## src/rtl/boot_loader_ctrl.sv

```systemverilog
// Boot sequencer: streams host words into data BRAM, then instruction BRAM, then releases the core.
// Optional end-of-load checksum word is enabled by defining BOOT_LOADER_CHECKSUM_EN.
module boot_loader_ctrl #(
    parameter int ADDR_WIDTH = 10,
    parameter int DATA_WIDTH = 32,
    parameter int CNT_WIDTH  = ADDR_WIDTH - 1
) (
    input  logic                  clk,
    input  logic                  rst,
    input  logic                  start,
    input  logic [CNT_WIDTH-1:0]  d_words,
    input  logic [CNT_WIDTH-1:0]  i_words,
    input  logic                  s_valid,
    input  logic [DATA_WIDTH-1:0] s_data,
    output logic                  s_ready,
    output logic [ADDR_WIDTH-1:0] d_w_addr,
    output logic [DATA_WIDTH-1:0] d_w_dat,
    output logic                  d_w_enb,
    output logic [ADDR_WIDTH-1:0] i_w_addr,
    output logic [DATA_WIDTH-1:0] i_w_dat,
    output logic                  i_w_enb,
    output logic                  d_bram_init_done,
    output logic                  pc_stall,
    output logic                  rd_enbl,
    output logic                  i_r_enb,
    output logic                  busy,
    output logic                  done,
    output logic                  error
);

    localparam int IDX_W = ADDR_WIDTH - 2;
    localparam int DEPTH = 1 << IDX_W;

    typedef logic [IDX_W:0] cnt_t;

    localparam logic [2:0] ST_IDLE   = 3'd0;
    localparam logic [2:0] ST_LOAD_D = 3'd1;
    localparam logic [2:0] ST_LOAD_I = 3'd2;
    localparam logic [2:0] ST_RUN    = 3'd4;
`ifdef BOOT_LOADER_CHECKSUM_EN
    localparam logic [2:0] ST_CHECK  = 3'd3;
    localparam logic [2:0] ST_ERROR  = 3'd5;
    localparam logic [2:0] ST_AFTER  = ST_CHECK;
`else
    localparam logic [2:0] ST_AFTER  = ST_RUN;
`endif

    function automatic cnt_t clamp(input logic [CNT_WIDTH-1:0] n);
        if (32'(n) > DEPTH) begin
            return cnt_t'(DEPTH);
        end
        return cnt_t'(n);
    endfunction

    logic [2:0]            state_q, state_d;
    logic [IDX_W-1:0]      idx_q, idx_d;
    cnt_t                  d_cnt_q, d_cnt_d, i_cnt_q, i_cnt_d;
    // One-cycle hold after the final load word so its BRAM write lands before release.
    logic                  drain_q, drain_d;
    logic [ADDR_WIDTH-1:0] d_addr_q, d_addr_d, i_addr_q, i_addr_d;
    logic [DATA_WIDTH-1:0] d_dat_q, d_dat_d, i_dat_q, i_dat_d;
    logic                  d_enb_q, d_enb_d, i_enb_q, i_enb_d;
`ifdef BOOT_LOADER_CHECKSUM_EN
    logic [31:0]           sum_q, sum_d;
`endif

    logic in_load, xfer, last, take_start;
    cnt_t cur_cnt;

    always_comb begin
        in_load = (state_q == ST_LOAD_D) || (state_q == ST_LOAD_I);
`ifdef BOOT_LOADER_CHECKSUM_EN
        s_ready = (in_load && !drain_q) || (state_q == ST_CHECK);
`else
        s_ready = in_load && !drain_q;
`endif
        xfer    = s_valid && s_ready;
        cur_cnt = (state_q == ST_LOAD_D) ? d_cnt_q : i_cnt_q;
        last    = (cnt_t'(idx_q) + cnt_t'(1)) == cur_cnt;
    end

    always_comb begin
        state_d    = state_q;
        idx_d      = idx_q;
        d_cnt_d    = d_cnt_q;
        i_cnt_d    = i_cnt_q;
        drain_d    = 1'b0;
        d_addr_d   = d_addr_q;
        i_addr_d   = i_addr_q;
        d_dat_d    = d_dat_q;
        i_dat_d    = i_dat_q;
        d_enb_d    = 1'b0;
        i_enb_d    = 1'b0;
        take_start = 1'b0;
`ifdef BOOT_LOADER_CHECKSUM_EN
        sum_d      = sum_q;
`endif
        case (state_q)
            ST_IDLE, ST_RUN: take_start = start;
`ifdef BOOT_LOADER_CHECKSUM_EN
            ST_ERROR: take_start = start;
            ST_CHECK: begin
                if (xfer) begin
                    state_d = (32'(s_data) == sum_q) ? ST_RUN : ST_ERROR;
                end
            end
`endif
            ST_LOAD_D, ST_LOAD_I: begin
                if (drain_q) begin
                    state_d = ST_AFTER;
                end else if (xfer) begin
`ifdef BOOT_LOADER_CHECKSUM_EN
                    sum_d = sum_q + 32'(s_data);
`endif
                    if (state_q == ST_LOAD_D) begin
                        d_addr_d = {idx_q, 2'b00};
                        d_dat_d  = s_data;
                        d_enb_d  = 1'b1;
                    end else begin
                        i_addr_d = {idx_q, 2'b00};
                        i_dat_d  = s_data;
                        i_enb_d  = 1'b1;
                    end
                    if (last) begin
                        idx_d = '0;
                        if (state_q == ST_LOAD_D && i_cnt_q != '0) begin
                            state_d = ST_LOAD_I;
                        end else begin
                            drain_d = 1'b1;
                        end
                    end else begin
                        idx_d = idx_q + IDX_W'(1);
                    end
                end
            end
            default: state_d = ST_IDLE;
        endcase

        if (take_start) begin
            d_cnt_d = clamp(d_words);
            i_cnt_d = clamp(i_words);
            idx_d   = '0;
`ifdef BOOT_LOADER_CHECKSUM_EN
            sum_d   = '0;
`endif
            if (d_words != '0) begin
                state_d = ST_LOAD_D;
            end else if (i_words != '0) begin
                state_d = ST_LOAD_I;
            end else begin
                state_d = ST_AFTER;
            end
        end
    end

    always_ff @(posedge clk or posedge rst) begin
        if (rst) begin
            state_q  <= ST_IDLE;
            idx_q    <= '0;
            d_cnt_q  <= '0;
            i_cnt_q  <= '0;
            drain_q  <= 1'b0;
            d_addr_q <= '0;
            i_addr_q <= '0;
            d_dat_q  <= '0;
            i_dat_q  <= '0;
            d_enb_q  <= 1'b0;
            i_enb_q  <= 1'b0;
`ifdef BOOT_LOADER_CHECKSUM_EN
            sum_q    <= '0;
`endif
        end else begin
            state_q  <= state_d;
            idx_q    <= idx_d;
            d_cnt_q  <= d_cnt_d;
            i_cnt_q  <= i_cnt_d;
            drain_q  <= drain_d;
            d_addr_q <= d_addr_d;
            i_addr_q <= i_addr_d;
            d_dat_q  <= d_dat_d;
            i_dat_q  <= i_dat_d;
            d_enb_q  <= d_enb_d;
            i_enb_q  <= i_enb_d;
`ifdef BOOT_LOADER_CHECKSUM_EN
            sum_q    <= sum_d;
`endif
        end
    end

    assign d_w_addr         = d_addr_q;
    assign d_w_dat          = d_dat_q;
    assign d_w_enb          = d_enb_q;
    assign i_w_addr         = i_addr_q;
    assign i_w_dat          = i_dat_q;
    assign i_w_enb          = i_enb_q;
    assign done             = (state_q == ST_RUN);
    assign pc_stall         = !done;
    assign rd_enbl          = done;
    assign i_r_enb          = done;
    assign d_bram_init_done = done;
`ifdef BOOT_LOADER_CHECKSUM_EN
    assign busy             = in_load || (state_q == ST_CHECK);
    assign error            = (state_q == ST_ERROR);
`else
    assign busy             = in_load;
    assign error            = 1'b0;
`endif

endmodule

```

## config.mk

```make
export PLATFORM = sky130hd
export DESIGN_NAME = boot_loader_ctrl
export DESIGN_NICKNAME = d
export VERILOG_FILES = /design/src/rtl/boot_loader_ctrl.sv
export SDC_FILE = /design/constraint.sdc
export NUM_CORES = 1
export LEC_CHECK = 0
export ABC_AREA = 1
export ABC_CLOCK_PERIOD_IN_PS = 4800
export CORE_ASPECT_RATIO = 1.5
export CORE_MARGIN = 10
export CORE_UTILIZATION = 50
export CTS_BUF_LIST = sky130_fd_sc_hd__clkbuf_4 sky130_fd_sc_hd__clkbuf_8
export DETAILED_ROUTE_END_ITERATION = 10
export GPL_TIMING_DRIVEN = 0
export PLACE_DENSITY = 0.83
export SYNTH_ARGS = -nofsm -noshare
export SYNTH_HDL_FRONTEND = slang
export SYNTH_SLANG_ARGS = --single-unit
```

## constraint.sdc

```tcl
create_clock -name clk -period 4.8 [get_ports clk]
set_input_delay 0.96 -clock clk [delete_from_list [all_inputs] [get_ports clk]]
set_output_delay 0.96 -clock clk [all_outputs]
set_load 0.03 [all_outputs]
```

==> impl_metrics.yaml <==
power:
  pwr_density_cell_nw_per_um2: 666.1
  irDropWorstVdd_mv: 0.3594
  total_power_mw: 4.765
  p_leak_nw: 3.427
critical_path:
  critPathKind: "register to primary output"
  crit_path_top_delay_cell: "clkdlybuf4s50_1"
  path_cells: "nor2_4 > nand2_4 > inv_2 > nor2_2 > nor2_4 > clkdlybuf4s50_1"
  r2r_setup_slack_ps: 2690
  worstPathRequired_ps: 3840
  max_stage_delay_ps: 690
  cp-end-kind: "primary output"
  reg2reg_depth: 12
  crit_fanout: 8
  r2r-start: "idx_q[1]"
  crit_path_frequent_cell: "nor2_4"
  r2r-end: "state_q[0]"
  crit_path_start_kind: "register"
  crit_arrival_ps: 2120
sta:
  setup_tns_ps: 0
  relSlewSlack_pct: 43.90
  tightest_slew_ps: 841.5
  hold_violations: 0
  fin_hold_ws_ps: 487.5
  setup_viol: 0
  fmax_ghz: 0.3250
  slew_viol_final: 0
  finClkSkew_ps: 10.17
  period_needed_ps: 3077
  rsz0062_at_grt: "false"
  period_share_pct: 64.11
finish:
  fillCellCount: 839
  multi_input_area_sq_um: 1966
  nets: 785
  regArea_sq_um: 2803
  antenna_cells: 0
  layout-drive-gt1-share_pct: 19.05
  fin_util_pct: 68.30
  synthToLayoutAreaGrowth_pct: 34.67
grt:
  antenna_found_initial: 0
  grt_pass1_vias: 4475
  grt_usage_pct: 17.72
  grt_pass1_wl_mm: 22.21
  overflow: 0
  grt_max_degree: 68
drt:
  drtAntennaViolNets: 0
  viasPerCell: 5.075
  wl_mm: 13.92
  wl_per_cell_um: 15.83
  firstDrtPassIters: 5
  route.detailed.drc: 0
  vias: 4461
  dr.first_iter.drc_count: 234
yosys:
  yosysWarningCount: 0
  ys_seq_elements: 112
  syn_area_per_cell_sq_um: 9.288
  ys_types: 30
  syn_area_sq_um: 5313
  synthCells: 572
  synth_largest_area_cell: "dfrtp_1"
  synth_edf_count: 0
  synth_top_area_share_pct: 52.76
  synth_area_leaders: "dfrtp_1, o21ai_2, nand2_1"
  seq_area_frac_synth_pct: 52.76
  async_reset_ff_share_pct: 100.0
  synth_ff_type: "dfrtp_1"
clock_tree:
  cts_root_buffer: "clkbuf_8"
  cts_resized: 0
  ctsHoldBuffers: 0
  cts_buffer_depth: 2
  cts_sinks: 112
  clkTransAtPathRegs_ps: 110
  clk_latency_ps: 380
  postCtsSetupBuffers: 0
  cts_buffers: 9
  htreeDepth: 3
  cts_tree: "built"
floorplanning:
  die_w_um: 104.2
  core_area_sq_um: 10480
  rows: 46
  initial_utilization_pct: 50.72
  die_h_um: 146.2
  dieArea_sq_um: 15230
  pin_count: 148
hold_path:
  min_path_cells: 2
  hold_start: "d_w_addr[5]"
  whs_endpoint: "d_w_addr[5]"
  min_path_type: "register to register"
flow_run:
  maxCapViolCount: 0
placement:
  dpl.hpwl_mm: 11.17
  gp_congestion: 0.8864
  io_buffers: 142
outcome:
  status: "completed"
==> metrics by stage <==
stage	instance area, sq um	instances	setup WS (ps)
after floorplan	5328	576	881.0
after global placement	6929	862	-548.3
after detailed placement	6959	863	2141
after CTS	7154	879	1696
after global routing	7154	879	1616
final	7154	879	1723
==> synth_stat cells, types with 2 or more instances <==
library cell and instances:
nand2_1 158, dfrtp_1 112, o21ai_2 78, inv_1 72, nand3_1 42, o21ai_0 20
nor2_1 17, buf_6 16, buf_4 10, o22ai_1 9, nor2_2 4, buf_2 3
inv_2 3, nand2_4 3, nor2_4 3, o21ai_1 3, xor2_1 3, clkbuf_1 2
nand4_1 2, nor4_1 2
==> kinds of logic (layout without fill, tap and decap cells) <==
group	count (synthesis)	after routing	share of synthesized area [%]
adder cells (fa/ha/maj)	1	1	0.2355
AND/OR/NAND/NOR	235	235	19.26
other	1	5	0.07059
flip-flops	112	112	52.76
AO/OA/AOI/OAI	113	113	16.49
XOR/XNOR	4	4	0.6596
buffers and inverters	106	265	10.53
==> final cells by class <==
class / count / share of cell area [%]
Buffer: 31 / 3.882
Clock buffer: 10 / 1.924
Clock inverter: 6 / 0.8045
Inverter: 75 / 3.970
Multi-Input combinational cell: 358 / 27.47
Sequential cell: 112 / 39.17
Tap cell: 144 / 2.518
Timing Repair Buffer: 143 / 20.25
==> critical path: cells and delay by family (launching register included) <==
| family | cells | cell delay (ps) |
|---|---|---|
| buffers and inverters | 2 | 810 |
| AND/OR/NAND/NOR | 4 | 480 |
| flip-flops | 1 | 450 |
==> report_power, final <==
part           switching [mW]  internal, mW
clock network           0.339         0.216
registers               0.215          1.32
logic                    1.63          1.04
==> how the worst max path moves through the flow <==
stage | from | to | slack, ps | cells after the start
finish | state_q[2] | s_ready | 1720 | 6
detailed placement | state_q[2] | s_ready | 2140 | 6
global route | state_q[2] | s_ready | 1620 | 6
floorplan | rst | d_cnt_q[0] | 880 | 1
global placement | rst | i_w_dat[0] | -550 | 2
CTS | state_q[2] | s_ready | 1700 | 6
==> flip-flops by register name, indices dropped and copies added, names as in the netlist <==
name	cells
d_w_enb	1
i_w_dat	32
d_w_dat	32
d_w_addr	8
i_w_addr	8
i_w_enb	1
state_q	3
idx_q	8
i_cnt_q	9
drain_q	1
d_cnt_q	9
==> cells in the final DEF, fill, tap and decap left out, drive strengths merged <==
master	synthesis	routed
nand2	162	162
clkinv	0	2
clkdlybuf4s50	0	142
o21ai	101	101
ha	1	1
nand4	2	2
xnor2	1	1
dfrtp	112	112
nor3	1	1
clkbuf	2	12
nor4	2	2
o22ai	9	9
nor3b	1	1
a32oi	1	1
nor2	25	25
xor2	3	3
inv	75	79
buf	29	30
nand3	42	42
conb	1	5
o31ai	1	1
a21oi	1	1
==> metal layers <==
metal / vias up / wire, um / part of all wire (%) / track usage, %
met5: - / 0 / 0 / 0
met4: 0 / 319 / 2.3 / 6.425
met3: 27 / 774 / 5.6 / 4.890
met2: 167 / 7309 / 53 / 32.25
met1: 2137 / 5512 / 40 / 19.04
li1: 2130 / - / - / -
Power figures use the tool's default switching activity.
